File: src/rtl/panel_pkg.sv
// -----------------------------------------------------------------------------
// panel_pkg
// Shared definitions for the front-panel button controller: mode encodings,
// button bundle layout, default timing constants and field-step helpers.
// -----------------------------------------------------------------------------
package panel_pkg;

   // Programming mode, also driven directly onto the 2-bit mode output.
   typedef enum logic [1:0] {
      MODE_IDLE   = 2'b00,
      MODE_HOUR   = 2'b01,
      MODE_DATE   = 2'b10,
      MODE_CHRONO = 2'b11
   } mode_t;

   // The nine debounced buttons, kept together so edge detection is one vector op.
   typedef struct packed {
      logic up;
      logic down;
      logic left;
      logic right;
      logic fmt;
      logic ph;
      logic pf;
      logic pc;
      logic ic;
   } btn_t;

   localparam int NUM_FIELDS = 3;

   localparam int DEF_REPEAT_START = 25_000_000;
   localparam int DEF_REPEAT_RATE  = 5_000_000;
   localparam int DEF_TIMEOUT      = 500_000_000;

   // Field selection moves around a ring of NUM_FIELDS entries.
   function automatic logic [1:0] field_next(input logic [1:0] f);
      return (f == 2'(NUM_FIELDS - 1)) ? 2'd0 : f + 2'd1;
   endfunction

   function automatic logic [1:0] field_prev(input logic [1:0] f);
      return (f == 2'd0) ? 2'(NUM_FIELDS - 1) : f - 2'd1;
   endfunction

endpackage

File: src/rtl/btn_autorepeat.sv
// -----------------------------------------------------------------------------
// btn_autorepeat
// Turns one held edit button into a pulse on its rising edge, then a pulse
// after REPEAT_START held cycles and every REPEAT_RATE cycles after that.
// Ports:
//   clk, reset   : system clock, synchronous active-high reset
//   level        : debounced button level
//   rise         : rising edge of level (from the owner's edge registers)
//   enable       : editing allowed this cycle; counter held at 0 otherwise
//   other_held   : the opposing edit button is down; suppresses everything
//   pulse        : combinational fire strobe, registered by the owner
// -----------------------------------------------------------------------------
module btn_autorepeat
   import panel_pkg::*;
#(
   parameter int REPEAT_START = DEF_REPEAT_START,
   parameter int REPEAT_RATE  = DEF_REPEAT_RATE
) (
   input  logic clk,
   input  logic reset,
   input  logic level,
   input  logic rise,
   input  logic enable,
   input  logic other_held,
   output logic pulse
);

   localparam int CW = $clog2(REPEAT_START + 1);
   localparam logic [CW-1:0] START_C  = CW'(REPEAT_START);
   localparam logic [CW-1:0] RELOAD_C = CW'(REPEAT_START - REPEAT_RATE);

   logic [CW-1:0] hold_cnt, hold_cnt_nxt;

   // The counter tracks held cycles after the edge cycle, so the first repeat
   // lands REPEAT_START cycles after the edge pulse. Reloading below START
   // keeps it from ever passing START, which also makes it saturating.
   always_comb begin
      // NOTE: every output of a combinational block gets a default first so no latch is inferred.
      hold_cnt_nxt = '0;
      pulse        = 1'b0;
      if (enable && level && !other_held) begin
         if (rise) begin
            pulse = 1'b1;
         end else if (hold_cnt >= START_C - 1'b1) begin
            pulse        = 1'b1;
            hold_cnt_nxt = RELOAD_C;
         end else begin
            hold_cnt_nxt = hold_cnt + 1'b1;
         end
      end
   end

   always_ff @(posedge clk) begin
      // NOTE: sequential state uses non-blocking assignments so every register samples pre-edge values.
      if (reset) hold_cnt <= '0;
      else       hold_cnt <= hold_cnt_nxt;
   end

endmodule

File: src/rtl/button_mode_ctrl.sv
// -----------------------------------------------------------------------------
// button_mode_ctrl
// Front-panel controller: arbitrates the shared button bank between hour,
// date and chrono programming and emits registered single-cycle commands.
// Ports:
//   clk, reset                     : system clock, synchronous active-high reset
//   btn_up/down/left/right         : debounced edit buttons
//   btn_fmt, btn_ic                : format toggle, chrono start/stop
//   btn_ph, btn_pf, btn_pc         : program hour / date / chrono
//   mode [1:0], field [1:0]        : current programming mode and field
//   inc, dec                       : edit pulses (with auto-repeat)
//   commit, abort                  : end-of-programming pulses
//   fmt_toggle, chrono_toggle      : IDLE-only command pulses
// -----------------------------------------------------------------------------
module button_mode_ctrl
   import panel_pkg::*;
#(
   parameter int REPEAT_START = DEF_REPEAT_START,
   parameter int REPEAT_RATE  = DEF_REPEAT_RATE,
   parameter int TIMEOUT      = DEF_TIMEOUT
) (
   input  logic       clk,
   input  logic       reset,
   input  logic       btn_up,
   input  logic       btn_down,
   input  logic       btn_left,
   input  logic       btn_right,
   input  logic       btn_fmt,
   input  logic       btn_ph,
   input  logic       btn_pf,
   input  logic       btn_pc,
   input  logic       btn_ic,
   output logic [1:0] mode,
   output logic [1:0] field,
   output logic       inc,
   output logic       dec,
   output logic       commit,
   output logic       abort,
   output logic       fmt_toggle,
   output logic       chrono_toggle
);

   localparam int TW = $clog2(TIMEOUT + 1);
   localparam logic [TW-1:0] TO_LAST = TW'(TIMEOUT - 1);

   btn_t          btn_now, btn_prev, rise;
   mode_t         mode_q, mode_d;
   logic [1:0]    field_q, field_d;
   logic [TW-1:0] tcnt_q, tcnt_d;
   logic          commit_d, abort_d, fmt_d, chrono_d;
   logic          in_prog, own_rise, timeout_hit, leave, edit_en;
   logic          up_fire, dn_fire;

   assign btn_now = {btn_up, btn_down, btn_left, btn_right, btn_fmt,
                     btn_ph, btn_pf, btn_pc, btn_ic};
   assign rise    = btn_now & ~btn_prev;

   assign mode  = mode_q;
   assign field = field_q;

   // Exit conditions are resolved ahead of the main next-state logic so the
   // repeat units can be disabled on the exit cycle without a feedback path.
   always_comb begin
      own_rise = 1'b0;
      case (mode_q)
         MODE_HOUR:   own_rise = rise.ph;
         MODE_DATE:   own_rise = rise.pf;
         MODE_CHRONO: own_rise = rise.pc;
         default:     own_rise = 1'b0;
      endcase
   end

   assign in_prog     = (mode_q != MODE_IDLE);
   assign timeout_hit = in_prog && (tcnt_q == TO_LAST);
   assign leave       = in_prog && (own_rise || timeout_hit);
   assign edit_en     = in_prog && !leave;

   // Each unit is vetoed by the other button's level, so inc and dec are exclusive.
   btn_autorepeat #(
      .REPEAT_START (REPEAT_START),
      .REPEAT_RATE  (REPEAT_RATE)
   ) u_rep_up (
      .clk        (clk),
      .reset      (reset),
      .level      (btn_up),
      .rise       (rise.up),
      .enable     (edit_en),
      .other_held (btn_down),
      .pulse      (up_fire)
   );

   btn_autorepeat #(
      .REPEAT_START (REPEAT_START),
      .REPEAT_RATE  (REPEAT_RATE)
   ) u_rep_dn (
      .clk        (clk),
      .reset      (reset),
      .level      (btn_down),
      .rise       (rise.down),
      .enable     (edit_en),
      .other_held (btn_up),
      .pulse      (dn_fire)
   );

   always_comb begin
      mode_d   = mode_q;
      field_d  = field_q;
      tcnt_d   = '0;
      commit_d = 1'b0;
      abort_d  = 1'b0;
      fmt_d    = 1'b0;
      chrono_d = 1'b0;
      if (!in_prog) begin
         field_d  = '0;
         fmt_d    = rise.fmt;
         chrono_d = rise.ic;
         if      (rise.ph) mode_d = MODE_HOUR;
         else if (rise.pf) mode_d = MODE_DATE;
         else if (rise.pc) mode_d = MODE_CHRONO;
      end else if (leave) begin
         // A matching mode-button edge outranks a timeout in the same cycle.
         mode_d   = MODE_IDLE;
         field_d  = '0;
         commit_d = own_rise;
         abort_d  = !own_rise;
      end else begin
         if (rise.right && !rise.left)      field_d = field_next(field_q);
         else if (rise.left && !rise.right) field_d = field_prev(field_q);
         if (|rise || up_fire || dn_fire) tcnt_d = '0;
         else if (tcnt_q != '1)           tcnt_d = tcnt_q + 1'b1;
         else                             tcnt_d = tcnt_q;
      end
   end

   always_ff @(posedge clk) begin
      // NOTE: the previous-level registers load live inputs even under reset, so a button held through reset release yields no edge.
      btn_prev <= btn_now;
      if (reset) begin
         mode_q        <= MODE_IDLE;
         field_q       <= '0;
         tcnt_q        <= '0;
         inc           <= 1'b0;
         dec           <= 1'b0;
         commit        <= 1'b0;
         abort         <= 1'b0;
         fmt_toggle    <= 1'b0;
         chrono_toggle <= 1'b0;
      end else begin
         mode_q        <= mode_d;
         field_q       <= field_d;
         tcnt_q        <= tcnt_d;
         inc           <= up_fire;
         dec           <= dn_fire;
         commit        <= commit_d;
         abort         <= abort_d;
         fmt_toggle    <= fmt_d;
         chrono_toggle <= chrono_d;
      end
   end

endmodule

File: config.mk
export PLATFORM = sky130hd
export DESIGN_NAME = button_mode_ctrl
export DESIGN_NICKNAME = d
export VERILOG_FILES = /design/src/rtl/panel_pkg.sv /design/src/rtl/btn_autorepeat.sv /design/src/rtl/button_mode_ctrl.sv
export SDC_FILE = /design/constraint.sdc
export NUM_CORES = 1
export LEC_CHECK = 0
export ABC_CLOCK_PERIOD_IN_PS = 5200
export CAP_MARGIN = 25
export CORE_MARGIN = 4
export CORE_UTILIZATION = 41
export CTS_BUF_LIST = sky130_fd_sc_hd__clkbuf_8
export CTS_CLUSTER_SIZE = 40
export DETAILED_ROUTE_END_ITERATION = 8
export SLEW_MARGIN = 20
export SYNTH_ARGS = -nofsm -noshare
export SYNTH_HDL_FRONTEND = slang
export SYNTH_HIERARCHICAL = 1
export SYNTH_SLANG_ARGS = --single-unit
File: constraint.sdc
create_clock -name clk -period 5.2 [get_ports clk]
set_input_delay 0.52 -clock clk [delete_from_list [all_inputs] [get_ports clk]]
set_output_delay 0.52 -clock clk [all_outputs]
set_load 0.01 [all_outputs]
# Word level (Yosys, flattened, before mapping)
# Index checks and enable logic that the tools add are counted.
[word_totals]
regBits = 98
out_inout_bits = 10
inputBits = 11
wordCells = 92
[classes]
mux = 18
bitwise_logic = 6
n_lt_le_gt_ge = 2
add_sub_neg = 5
n_reduce_logical = 32
eq_ne = 7
[op_table]
columns = ["cell", "count"]
rows = [
  ["25-bit by 1-bit adder with 25-bit output, second input constant", 2],
  ["25-bit >= comparator, second input constant", 2],
  ["25-bit two-way mux", 2],
  ["29-bit by 1-bit adder with 29-bit output, second input constant", 1],
  ["29-bit == test, second input constant", 1],
  ["29-bit inequality test, second input constant", 1],
  ["2-bit two-way mux", 9],
  ["3-bit OR reduction", 4],
  ["4-bit OR reduction", 3],
  ["9-bit bitwise AND", 1],
  ["1-bit logical AND", 9],
  ["9-bit NOT", 1],
  ["9-bit OR reduction", 1],
  ["2-bit == test, second input constant", 3],
  ["1-bit logical NOT", 6],
  ["1-bit two-way mux", 6],
  ["1-bit NOT", 4],
  ["2-bit nonzero test", 2],
  ["4-bit nonzero test", 1],
  ["1-bit logical OR", 3],
  ["1-bit case mux with 3 select lines", 1],
  ["2-bit by 1-bit adder with 2-bit output, second input constant", 1],
  ["2-bit by 1-bit == test with 1-bit output, second input constant", 1],
  ["2-bit logical NOT", 1],
  ["4 further kinds", 4],
]

# Longest topological paths before layout
[logic_depth]
depth_word = 13
ltp_mapped = 14
mapped_depth_nobuf = 12

# By module
# Netlist, hierarchy kept.
[by_module_without_submodules]
columns = ["mod", "cells_per_inst", "area_each_um2", "n_inst", "seq_area_each_um2"]
rows = [
  ["btn_autorepeat", 139, 1199.9, 2, 500.5],
  ["button_mode_ctrl", 249, 2197.1, 1, 960.9],
]

# Worst setup path before layout
# OpenSTA, ideal clock, no wires.
[synth_timing]
path_type = "flip-flop to flip-flop"
start = "register tcnt_q[16]"
end = "register u_rep_dn.hold_cnt[12]"
t_arrival_ns = 2.524
slack_ns = 2.548
required_time_ns = 5.072
stages_incl_launch_ff = 12
setup_time_ns = 0.128
n_path_buf = 2
period_less_slack_ns = 2.652
path_cell_list = "dfxtp_1 -> or4b_2 -> nor4_1 -> and3_1 -> a21oi_1 -> nand3b_1 -> or3_1 -> clkbuf_1 -> inv_1 -> nand4_1 -> clkbuf_1 -> nor2_1"
[synth_via]
elab_chain_cells = 10
[synth_lines]
columns = ["item", "line_no", "text"]
rows = [
  ["start, declared", "button_mode_ctrl.sv:49", "logic [TW-1:0] tcnt_q, tcnt_d;"],
  ["start signal, assigned", "button_mode_ctrl.sv:151", "tcnt_q <= tcnt_d;"],
  ["29-bit == test", "button_mode_ctrl.sv:74", "assign timeout_hit = in_prog && (tcnt_q == TO_LAST);"],
  ["1-bit logical AND", "button_mode_ctrl.sv:74", ""],
  ["1-bit logical OR", "button_mode_ctrl.sv:75", "assign leave = in_prog && (own_rise || timeout_hit);"],
  ["1-bit logical AND", "button_mode_ctrl.sv:75", ""],
  ["1-bit logical NOT", "button_mode_ctrl.sv:76", "assign edit_en = in_prog && !leave;"],
  ["1-bit logical AND", "button_mode_ctrl.sv:76", ""],
  ["net edit_en", "button_mode_ctrl.sv:51", "logic in_prog, own_rise, timeout_hit, leave, edit_en;"],
  ["1-bit logical AND (2 in series)", "btn_autorepeat.sv:41", "if (enable && level && !other_held) begin"],
  ["1-bit NOT (no source line)", "-", ""],
  ["4-bit OR reduction (no source line)", "-", ""],
  ["end signal, assigned", "btn_autorepeat.sv:56", "else hold_cnt <= hold_cnt_nxt;"],
  ["end, declared", "btn_autorepeat.sv:32", "logic [CW-1:0] hold_cnt, hold_cnt_nxt;"],
]
# The timed path passes the listed nets, and every way through them passes these cells.
# A chain may end at the register's enable or synchronous reset.

# Final worst setup path
[layout_timing]
start = "register tcnt_q[0]"
end = "register u_rep_up.hold_cnt[18]"
[layout_via]
elab_chain_cells = 10
[layout_lines]
columns = ["item", "line_no"]
rows = [
  ["29-bit == test", "button_mode_ctrl.sv:74"],
  ["1-bit logical AND", "button_mode_ctrl.sv:74"],
  ["1-bit logical OR", "button_mode_ctrl.sv:75"],
  ["1-bit logical AND", "button_mode_ctrl.sv:75"],
  ["1-bit logical NOT", "button_mode_ctrl.sv:76"],
  ["1-bit logical AND", "button_mode_ctrl.sv:76"],
  ["net edit_en", "button_mode_ctrl.sv:51"],
  ["1-bit logical AND (2 in series)", "btn_autorepeat.sv:41"],
  ["1-bit NOT (no source line)", "-"],
  ["4-bit OR reduction (no source line)", "-"],
  ["end signal, assigned", "btn_autorepeat.sv:56"],
  ["end, declared", "btn_autorepeat.sv:32"],
]
# The timed path passes the listed nets, and every way through them passes these cells.

==> results by group <==
Cells and area
  • Number of fill cells: 1075
  • Commonest non-fill, non-tap cell in the layout: dfxtp_1
  • Most frequent cells in the layout: dfxtp_1, nor2_1, nand2_1, xnor2_1, a21oi_1
  • Finished Cell Area: slightly above 5000 sq um
  • Fraction of layout instances using a drive strength above 1: 7.68%
  • Post-route insts no fill: 687
  • Utilization after layout: 46.8%
  • Layout area overhead: 10.9%
  • Ant diodes: 0
  • # nets final: 560

GRT
  • Largest net degree at the start of global routing: 30
  • First-pass GRT wire length: 15.8 mm
  • Aggregate global-route resource usage: 14.8%
  • Overflow after GRT: 0
  • Initial antenna violation count: 0
  • Vias in the first global route: 3466

Setup path
  • Crit Path Max Fanout: 16
  • CP startpoint kind: register
  • Crit-path slowest cell: nand4_1
  • Data arrival, critical path: between 3000 and 4000 ps
  • Worst Setup Path Type: register to register
  • Crit path required time: 5490 ps
  • Crit-path most repeated cell: and4_1
  • CP peak stage delay: 560 ps
  • R2R Setup Slk: 2030 ps
  • Worst path cell trace: ha_1, and4_1, and4_1, and3_1, a21oi_1, nand3b_1, or3_1, inv_1, nand4_1, nor2_1
  • Crit end category: register

Clock tree
  • Root buffer cell: clkbuf_8
  • # Post-CTS Setup Buffers: 0
  • H-tree levels: 3
  • CTS Sinks: 98
  • Hold buffers post-CTS: 0
  • Num CTS Buffers: 9
  • Clock-pin slew on the worst setup and hold paths: 90 ps
  • CTS tree: done
  • Bufs on Longest Clock Path: 2
  • Clk_lat worst skew: 380 ps
  • Cells resized by post-CTS repair: 0

STA
  • Worst slew pin tran: 689 ps
  • Endpoints failing hold: 0
  • Worst Skew: between 10 and 15 ps
  • Clock period minus final worst setup slack: 3170 ps
  • Slew margin rel.: 53.9%
  • Final TNS setup: 0 ps
  • Final worst-path cycle share: approximately three fifths
  • Fin. max-slew vios: 0
  • Final setup violating endpoints: 0
  • RSZ-0062 raised after global routing: false
  • Fmax: 0.316 GHz

Drt
  • Detailed-route wire length: 9.22 mm
  • Vias post-DR: 3663
  • Detail Route Antenna Nets: 0
  • First-pass detailed-route iteration total: 4
  • Drt wl/cell: between 10 and 15 um
  • DRC errors left: 0
  • DR iter-0 viols: 151
  • DR vias/cell: about 5.3

Run
  • Max-cap viol count: 0

Pwr
  • Overall power: ~0.0014 W
  • Leak: 1.56 nW
  • Peak supply drop: 0.225 mV
  • Pwr Density: around 270 nW/um^2

Synth
  • Syn avg cell area: roughly 8.7 sq um
  • Ys Warns: 6
  • Sequential fraction of the synthesis area: between 40% and 50%
  • Number of distinct library cells after synthesis: 49
  • Post-synthesis cell count: 527
  • Simple-Gate Fraction of Synth Area: 30.3%
  • Post-synthesis mux area share: 0%
  • Seq cells post-synth: 98
  • Largest family of logic cells by synthesized area: simple AND/OR/NAND/NOR gates
  • Xor-xnor portion of the synthesized cell area: roughly an eighth
  • Post-synth EDFFs: 0
  • Top FF cell, synth: dfxtp_1
  • Syn nets: between 500 and 600
  • Asr flop ratio synth: 0%
  • Compound-Gate Fraction of Synth Area: 9.61%
  • Synth Cell Area: 4600 sq um
  • Post-Synth Adder-Cell Area: 1.91%

Placement
  • RePlAce Congestion: 0.834
  • Port Buf Inserts: 20
  • DPL Wire Length: 6.52 mm
  • DP Area: a little under 5000 sq um
  • # placed instances: 671

Die
  • Die area: 13000 sq um
  • Boundary Pins: 21
  • Num rows: 38
  • Die height: 114 um
  • Initial core utilization: 42.2%
  • Die Width: 114 um
  • Core Region: 10900 sq um

Run status
  • Outcome: finished, final reports clean

Hold path
  • Worst min path class: register to register
==> critical path, delay by kind of cell (launching register included) <==
| kind | cells | cell delay (ps) |
|---|---|---|
| AO/OA/AOI/OAI | 1 | 190 |
| adder cells (fa/ha/maj) | 1 | 230 |
| buffers and inverters | 1 | 130 |
| flip-flops | 1 | 340 |
| AND/OR/NAND/NOR | 7 | 2200 |
==> state kept, by name, indices dropped and copies added, names as in the netlist <==
name and count:
dec 1, u_rep_dn/hold_cnt 25, btn_prev 9, u_rep_up/hold_cnt 25
chrono_toggle 1, field 2, tcnt_q 29, fmt_toggle 1
abort 1, inc 1, mode 2, commit 1
==> where the power goes <==
part	leakage (nW)	total (W)	internal, W	switching [W]
Sequential	0.793	0.000763	0.000757	0.00000589
Clock	0.113	0.000544	0.000281	0.000263
Combinational	0.649	0.0000502	0.0000242	0.0000259
==> cell families after synthesis <==
logic type,after synthesis
simple gates,257
buf+inv,31
fa+ha+maj,7
compound gates,71
flops,98
xor+xnor,63
==> per-stage QoR <==
step                      setup slack, ps  hold WS (ps)
after floorplan                      2550           441
after global placement               2150           462
after detailed placement             2020           472
after CTS                            2010           495
after global routing                 1700           519
final                                2030           491
==> per-layer routing <==
metal	vias up	part of all wire, %	GRT usage, %
met3	12	3.8	5.15
met2	57	48	24.9
met5	-	0	0
met4	0	1.1	3.96
li1	1878	-	-
met1	1716	47	18.2
==> synth_stat cells (9+ instances only) <==
cell / number / area (sq um)
and3_1: 15 / 93.8
inv_1: 13 / 48.8
nand4_1: 24 / 150
dfxtp_1: 98 / 1960
a211oi_1: 9 / 67.6
clkbuf_1: 10 / 37.5
nand3_1: 24 / 120
xnor2_1: 41 / 359
a21oi_1: 32 / 160
nor2_1: 77 / 289
nand2_1: 41 / 154
o21ai_0: 13 / 65.1
xor2_1: 22 / 193
nor4_1: 11 / 68.8
==> layout make-up <==
cell class,count,area [sq um],area share (%)
sequential,98,1960,38.5
multi-input combinational,398,2480,48.6
timing repair buffer,22,215,4.22
clock buffer,10,138,2.70
clock inverter,6,81.3,1.60
tap,140,175,3.44
inverter,13,48.8,0.957
==> path summary, 6_finish.rpt <==
check                                                     start                               end  cells after the start
worst max-delay path                     tcnt_q[0]$_SDFFE_PP0P_  u_rep_up/hold_cnt[18]$_SDFF_PP0_                     10
worst min-delay path            u_rep_dn/hold_cnt[0]$_SDFF_PP0_   u_rep_dn/hold_cnt[0]$_SDFF_PP0_                      1
worst max register to register           tcnt_q[0]$_SDFFE_PP0P_  u_rep_up/hold_cnt[18]$_SDFF_PP0_                     10
worst min register to register  u_rep_dn/hold_cnt[0]$_SDFF_PP0_   u_rep_dn/hold_cnt[0]$_SDFF_PP0_                      1
No activity file was read; power rests on OpenSTA's default activity.
